<file path="src/rtl/baud_pkg.sv">
// Shared defaults and divisor helper for the fractional baud-rate generator.
// Imported by the generator RTL and by benches that need to derive divisors.
package baud_pkg;

  localparam int unsigned DVSR_W_DEF = 12;
  localparam int unsigned FRAC_W_DEF = 4;
  localparam int unsigned OSR_DEF    = 16;

  typedef struct packed {
    logic [31:0] dvsr_int;
    logic [15:0] dvsr_frac;
  } baud_div_t;

  // Rounds clk_hz / (baud * osr) to 1/2^frac_w of a cycle; dvsr_int holds the period minus one.
  function automatic baud_div_t calc_div(input longint unsigned clk_hz,
                                         input longint unsigned baud,
                                         input int unsigned     osr,
                                         input int unsigned     frac_w);
    longint unsigned osr_l;
    longint unsigned den;
    longint unsigned total;
    baud_div_t       res;
    osr_l         = 64'(osr);
    den           = baud * osr_l;
    total         = ((clk_hz << frac_w) + (den >> 1)) / den;
    res.dvsr_int  = 32'((total >> frac_w) - 64'd1);
    res.dvsr_frac = 16'(total & ((64'd1 << frac_w) - 64'd1));
    return res;
  endfunction

endpackage

</file>
<file path="src/rtl/baud_os_div.sv">
// Oversample divider: counts period wraps into os_idx and flags the last and
// middle oversample of each bit, all registered so they align with tick.
module baud_os_div #(
  parameter int unsigned OSR = 16
) (
  input  logic                   clk,
  input  logic                   reset,
  input  logic                   clear,
  input  logic                   step,
  output logic [$clog2(OSR)-1:0] os_idx,
  output logic                   bit_tick,
  output logic                   mid_tick
);

  localparam int unsigned     IdxW    = $clog2(OSR);
  localparam logic [IdxW-1:0] IdxLast = IdxW'(OSR - 1);
  localparam logic [IdxW-1:0] IdxMid  = IdxW'(OSR / 2 - 1);

  logic [IdxW-1:0] idx_q, idx_d;
  logic            bit_q, bit_d;
  logic            mid_q, mid_d;

  always_comb begin
    idx_d = idx_q;
    bit_d = 1'b0;
    mid_d = 1'b0;
    if (clear) begin
      idx_d = '0;
    end else if (step) begin
      idx_d = (idx_q == IdxLast) ? '0 : idx_q + IdxW'(1);
      bit_d = (idx_q == IdxLast);
      mid_d = (idx_q == IdxMid);
    end
  end

  always_ff @(posedge clk or posedge reset) begin
    if (reset) begin
      idx_q <= '0;
      bit_q <= 1'b0;
      mid_q <= 1'b0;
    end else begin
      idx_q <= idx_d;
      bit_q <= bit_d;
      mid_q <= mid_d;
    end
  end

  assign os_idx   = idx_q;
  assign bit_tick = bit_q;
  assign mid_tick = mid_q;

endmodule

</file>
<file path="src/rtl/baud_gen_frac.sv">
// Fractional baud-rate generator: dual-modulus period counter plus fractional
// accumulator, with divisor shadows that only change at a period boundary.
module baud_gen_frac
  import baud_pkg::*;
#(
  parameter int unsigned DVSR_W = DVSR_W_DEF,
  parameter int unsigned FRAC_W = FRAC_W_DEF,
  parameter int unsigned OSR    = OSR_DEF
) (
  input  logic                   clk,
  input  logic                   reset,
  input  logic                   enable,
  input  logic                   restart,
  input  logic [DVSR_W-1:0]      dvsr_int,
  input  logic [FRAC_W-1:0]      dvsr_frac,
  output logic                   tick,
  output logic                   bit_tick,
  output logic                   mid_tick,
  output logic [$clog2(OSR)-1:0] os_idx
);

  // One extra bit so int_sh at its maximum plus a pending carry still fits.
  localparam int unsigned CntW = DVSR_W + 1;

  logic [CntW-1:0]   cnt_q, cnt_d;
  logic [CntW-1:0]   limit;
  logic [DVSR_W-1:0] int_sh_q, int_sh_d;
  logic [FRAC_W-1:0] frac_sh_q, frac_sh_d;
  logic [FRAC_W-1:0] acc_q, acc_d;
  logic              carry_q, carry_d;
  logic              tick_q, tick_d;
  logic [FRAC_W:0]   acc_sum;
  logic              wrap;
  logic              load_sh;

  assign limit   = {1'b0, int_sh_q} + CntW'(carry_q);
  assign wrap    = enable & ~restart & (cnt_q == limit);
  assign load_sh = restart | ~enable | wrap;
  assign acc_sum = {1'b0, acc_q} + {1'b0, frac_sh_q};

  always_comb begin
    cnt_d   = cnt_q;
    acc_d   = acc_q;
    carry_d = carry_q;
    tick_d  = 1'b0;
    if (restart) begin
      cnt_d   = '0;
      acc_d   = '0;
      carry_d = 1'b0;
    end else if (enable) begin
      if (wrap) begin
        cnt_d            = '0;
        {carry_d, acc_d} = acc_sum;
        tick_d           = 1'b1;
      end else begin
        cnt_d = cnt_q + CntW'(1);
      end
    end
  end

  assign int_sh_d  = load_sh ? dvsr_int  : int_sh_q;
  assign frac_sh_d = load_sh ? dvsr_frac : frac_sh_q;

  always_ff @(posedge clk or posedge reset) begin
    if (reset) begin
      cnt_q     <= '0;
      acc_q     <= '0;
      carry_q   <= 1'b0;
      int_sh_q  <= '0;
      frac_sh_q <= '0;
      tick_q    <= 1'b0;
    end else begin
      cnt_q     <= cnt_d;
      acc_q     <= acc_d;
      carry_q   <= carry_d;
      int_sh_q  <= int_sh_d;
      frac_sh_q <= frac_sh_d;
      tick_q    <= tick_d;
    end
  end

  assign tick = tick_q;

  baud_os_div #(
    .OSR(OSR)
  ) u_os_div (
    .clk     (clk),
    .reset   (reset),
    .clear   (restart),
    .step    (wrap),
    .os_idx  (os_idx),
    .bit_tick(bit_tick),
    .mid_tick(mid_tick)
  );

endmodule

</file>
<file path="config.mk">
export PLATFORM = sky130hd
export DESIGN_NAME = baud_gen_frac
export DESIGN_NICKNAME = d
export VERILOG_FILES = /design/src/rtl/baud_pkg.sv /design/src/rtl/baud_os_div.sv /design/src/rtl/baud_gen_frac.sv
export SDC_FILE = /design/constraint.sdc
export NUM_CORES = 1
export LEC_CHECK = 0
export ABC_AREA = 1
export BUFFER_PORTS_ARGS = -buffer_cell sky130_fd_sc_hd__buf_2
export CORE_ASPECT_RATIO = 0.6
export CORE_MARGIN = 1
export CORE_UTILIZATION = 59
export DETAILED_ROUTE_END_ITERATION = 6
export PLACE_DENSITY = 0.92
export SLEW_MARGIN = 10
export SYNTH_ARGS = -nofsm -noshare
export SYNTH_HDL_FRONTEND = slang
export SYNTH_SLANG_ARGS = --single-unit
export TNS_END_PERCENT = 1
</file>
<file path="constraint.sdc">
create_clock -name clk -period 2.3 [get_ports clk]
set_input_delay 0.46 -clock clk [delete_from_list [all_inputs] [get_ports clk]]
set_output_delay 0.46 -clock clk [all_outputs]
set_load 0.02 [all_outputs]
</file>
After elaboration in Yosys (flattened, before gate mapping)

Index checks and enable logic that the tools add are counted.

Bits in registers: 41
Output and inout port bits: 7

Add/subtract/negate cells: 4
Eq/ne operators: 3
Multiplexer cells: 19
Bitwise operators: 6
Reduce and logical (&&, ||, !) cells: 3

Operator list:

| kind                                                | count |
|---|---|
| two-way mux 13 bit                                  | 3 |
| two-way mux 4 bit                                   | 6 |
| adder 12 x 1 -> 13 bit                              | 1 |
| adder 13 x 1 -> 13 bit, second input constant       | 1 |
| equality test 13 bit                                | 1 |
| two-way mux 1 bit                                   | 10 |
| adder 4 x 4 -> 5 bit                                | 1 |
| adder 4 x 1 -> 4 bit, second input constant         | 1 |
| equality test 4 x 3 -> 1 bit, second input constant | 1 |
| equality test 4 bit, second input constant          | 1 |
| nonzero test 2 bit                                  | 2 |
| bitwise AND 1 bit                                   | 2 |
| inverter 1 bit                                      | 2 |
| OR 1 bit                                            | 2 |
| AND reduction 2 bit                                 | 1 |

Logic depth before layout (Yosys ltp)

Word-level depth: 6
Mapped depth: 16
Gate-level depth less buffers: 16

Cells and area by module

Synthesis repeated with hierarchy kept, for this count alone.

Cell total of the unflattened synthesis: 330
Area, all modules: 2498.6 um2

Modules (own cells, without submodules):

| module        | times used | cells an instance | area an instance (um2) | sequential area each (um2) |
|---|---|---|---|---|
| baud_gen_frac | 1          | 298               | 2207.1                 | 875.8 |
| baud_os_div   | 1          | 32                | 291.5                  | 150.1 |

Worst setup path after synthesis

OpenSTA, ideal clock, no wires.

Kind: reg-to-reg
Start point: reg int_sh_q[0]
End point: reg carry_q
Library setup time: 0.121 ns
Data arrival time: 1.899 ns
Data required time: 2.179 ns
Slack: 0.280 ns
Stages on the path, launching flop included: 17
Period minus slack after synthesis: 2.020 ns
Path through: dfrtp_1 -> ha_1 -> ha_1 -> inv_1 -> nand2_1 -> nand2_1 -> nor2_1 -> nand2_1 -> nor2_2 -> nand2_1 -> nor2_2 -> nand3_2 -> nor2_4 -> nand2_4 -> buf_6 -> nand3_2 -> nand2_1

Cells in the longest elaborated chain, start to end: 5

RTL lines:

| what                          | line                | RTL |
|---|---|---|
| start: declaration            | baud_gen_frac.sv:27 | `logic [DVSR_W-1:0] int_sh_q, int_sh_d;` |
| start signal: assignment      | baud_gen_frac.sv:76 | `int_sh_q <= int_sh_d;` |
| adder 12 x 1 -> 13 bit        | baud_gen_frac.sv:36 | `assign limit = {1'b0, int_sh_q} + CntW'(carry_q);` |
| equality test 13 bit          | baud_gen_frac.sv:37 | `assign wrap = enable & ~restart & (cnt_q == limit);` |
| bitwise AND 1 bit             | baud_gen_frac.sv:37 |  |
| nonzero test 2 bit (no line)  | --                  |  |
| AND reduction 2 bit (no line) | --                  |  |
| end signal: assignment        | baud_gen_frac.sv:75 | `carry_q <= carry_d;` |
| end: declaration              | baud_gen_frac.sv:30 | `logic carry_q, carry_d;` |

No other way between the ends.
A chain may end at the register's enable or synchronous reset.

Worst setup path in the final report

Start point: reg carry_q
End point: reg u_os_div.idx_q[1], in the netlist u_os_div.os_idx[1]

Cells in the longest elaborated chain, start to end: 4

RTL lines:

| what                         | line                | RTL |
|---|---|---|
| adder 12 x 1 -> 13 bit       | baud_gen_frac.sv:36 |  |
| equality test 13 bit         | baud_gen_frac.sv:37 |  |
| bitwise AND 1 bit            | baud_gen_frac.sv:37 |  |
| nonzero test 2 bit (no line) | --                  |  |
| end signal: assignment       | baud_os_div.sv:42   | `idx_q <= idx_d;` |
| end: declaration             | baud_os_div.sv:19   | `logic [IdxW-1:0] idx_q, idx_d;` |

No other way between the ends.

==> run summary <==
DRT Wirelength -> 6.02 mm
Dominant cells by area after synthesis -> dfrtp_1 (39%), nand2_1 (16%), nand3_1 (7.2%), inv_1 (5.3%), nand3_2 (4.2%)
TritonCTS Buffers -> 5
Final HPWL DP -> 4.32 mm
Critical path's most frequent cell -> nand2_1
Syn_area_per_cell -> 7.69 µm²
R2r setup slk -> 0.03 ns
Die Wd -> 88.2 µm
Crit Path Max Fanout -> 12
Cells after Synth -> 342
Switching Share -> 26.5%
Placement Cell Area -> 0.00282 mm²
Final min period -> 2.27 ns
CTS H-tree depth -> 2
Leakage Power -> 1.60 nW
CTS clk-pin slew, worst paths -> 0.08 ns
GRT Overall Usage -> 27.7%
DRT antenna net count -> 0
CTS Buffer Depth -> 2
WP data required -> 2.54 ns
Largest net degree at the start of global routing -> 42
Max-slew violations -> 0
Iteration count of the initial detailed-routing pass -> 4
CP Class -> reg -> reg
Post-synth top area share -> 39.0%
Initial antenna violation count -> 0
R2R Path End -> u_os_div.os_idx[1]$_DFFE_PP0P_
FP Rows -> 18
Starting Density -> 62.8%
Unrepaired setup endpoints after global routing -> true
Dpl ws -> 0.0170 ns
Crit-path cells -> ha_2, ha_2, inv_1, nand2_1, nand2_1, nor2_1, nand2_1, nor2_2, nand2_1, nor2_2, nand3_2, nor2_4, nand2_4, inv_2, nand2_1, nand2_1
Final hold vios -> 0
Worst path arrival time -> 2.50 ns
Die height -> 53.7 µm
DIE AREA -> 0.00474 mm²
Final period util -> 98.5%
Clock share of power -> 39.2%
Hold Slack -> 0.284 ns
Yosys top cell by area -> dfrtp_1
Synth Net Count -> 371
Grt total ovfl -> 0
Slowest-stage cell, CP -> dfrtp_1
Routed len/inst -> 13.8 µm
IR drop worst, VDD -> 365 µV
Post-Route Skew -> 0.00701 ns
Final layout net count -> 403
Final cell count without fillers -> 435
Critical Path Max Stage Delay -> 0.40 ns
Slew @ Worst Pin -> 0.525 ns
FFs w/ async S/R, synth -> 100%
Diodes inserted -> 0
Worst hold path class -> in -> async
Max cap viols -> 0
Clk sinks -> 41
Setup WS post-layout -> 0.0335 ns
Logic pwr share -> 14.4%
PortBufs -> 26
Endpoint class of the critical path -> flop
Final setup viols -> 0
Mapped Area -> 0.00263 mm²
Via count -> 2381
Max-slew headroom -> 65.0%
Count of different cell masters after synthesis -> 33
Sequential share of the synthesized area -> 39.0%
Vias in the first global route -> 2149
Initial DRC count -> 215
Area grow syn2layout -> 14.4%
Synth cell count leaders -> nand2_1 (112), dfrtp_1 (41), nand3_1 (38), inv_1 (37), nor2_1 (22)
Ports -> 27
Ys Warns -> 0
First-pass GRT wire length -> 9.66 mm
Fin Setup TNS -> 0 ns
Final Cell Area -> 0.00301 mm²
Placed cells -> 425
Count leader, synth -> nand2_1
Core area -> 0.00419 mm²
Number of synthesized flops with an enable pin -> 0
Fmax -> 0.441 GHz
Power Density -> 579 mW/mm²
R2R cell count -> 16
Outcome -> finished clean
Final GP Congestion -> 0.903
Layout cells sized above 1 -> 20.8%
Top_reg_cell synth -> dfrtp_1
DRC violations left -> 0
Net switching power -> 0.462 mW
Post-synthesis register bit count -> 41
CTS tree -> done
Worst-Skew Late Latency -> 0.29 ns
Reg power frac -> 46.4%
R2R Path Start -> carry_q$_DFFE_PP0P_
Routed vias/inst -> 5.47
Crit start category -> flop
Clock Tree Root -> clkbuf_8
Int Power -> 1.28 mW
-- cell type report --
type                       instances  area (µm²)
inverter                          39         146
clock buffer                       5        68.8
tap                               60        75.1
fill                             332        1180
clock inverter                     3        65.1
multi-input combinational        253        1430
sequential                        41        1030
timing repair buffer              34         194
-- sequential cells by signal (all words and copies together) (netlist names) --
name / cells
int_sh_q: 12
u_os_div.os_idx: 4
u_os_div.bit_tick: 1
u_os_div.mid_tick: 1
tick: 1
cnt_q: 13
carry_q: 1
frac_sh_q: 4
acc_q: 4
-- cell families (layout without fill, tap and decap cells) --
kind of cell / count (synthesis) / after routing / synth area share (%)
flops: 41 / 41 / 39.0
compound gates: 14 / 14 / 3.48
buf+inv: 48 / 81 / 7.81
simple gates: 213 / 213 / 39.5
fa+ha+maj: 9 / 9 / 4.57
xor+xnor: 17 / 17 / 5.66
-- cell usage in the layout, fill, tap and decap left out, types with 3 or more instances in the layout --
cell	instances
nand2_1	110
dfrtp_1	41
inv_1	37
nand3_1	37
buf_2	26
nor2_1	22
nand3_2	12
xor2_1	11
nand4_1	9
buf_4	7
xnor2_1	6
ha_1	6
clkbuf_8	5
nor3_1	4
nor2_2	4
o21ai_0	4
nor2_4	3
nand2_4	3
o21ai_2	3
-- worst max-delay path, delay by kind of cell (launching register included) --
kind                     cells  cell delay, ns
adder cells (fa/ha/maj)      2            0.52
buffers and inverters        2            0.17
flip-flops                   1            0.40
AND/OR/NAND/NOR             12            1.13
-- metal layers --
layer / wire [µm] / vias to the layer above / GRT usage (%)
li1: - / 1153 / -
met1: 2730 / 1116 / 38.2
met2: 2680 / 100 / 45.0
met3: 489 / 12 / 5.37
met4: 112 / 0 / 8.33
met5: 0 / - / 0
-- power by group through the flow --
stage               Combinational [mW]  Clock (mW)  Sequential (mW)
finish                           0.250       0.683            0.807
global placement                 0.224           0            0.818
floorplan                        0.183           0            0.803
global route                     0.279       0.726            0.812
CTS                              0.238       0.697            0.805
detailed placement               0.235           0            0.819
-- worst max path at each step --
stage | startpoint | to
finish | carry_q$_DFFE_PP0P_ | u_os_div.os_idx[1]$_DFFE_PP0P_
floorplan | int_sh_q[0]$_DFFE_PP0P_ | carry_q$_DFFE_PP0P_
CTS | carry_q$_DFFE_PP0P_ | cnt_q[4]$_DFFE_PP0P_
global placement | int_sh_q[0]$_DFFE_PP0P_ | cnt_q[4]$_DFFE_PP0P_
global route | int_sh_q[0]$_DFFE_PP0P_ | acc_q[1]$_DFFE_PP0P_
detailed placement | int_sh_q[0]$_DFFE_PP0P_ | cnt_q[4]$_DFFE_PP0P_
-- timing repair --
action                     4_1_cts  5_1_grt
buffers inserted                 0        2
setup endpoints to repair        0       36
resized for setup                0       11
hold buffers                     0        0
-- through the flow --
step                utilization, %  power, mW
CTS                           70.5       1.74
global route                  71.8       1.82
finish                        71.8       1.74
detailed placement            67.3       1.05
floorplan                        -      0.986
global placement              67.3       1.04
(Power assumes the default switching activity.)
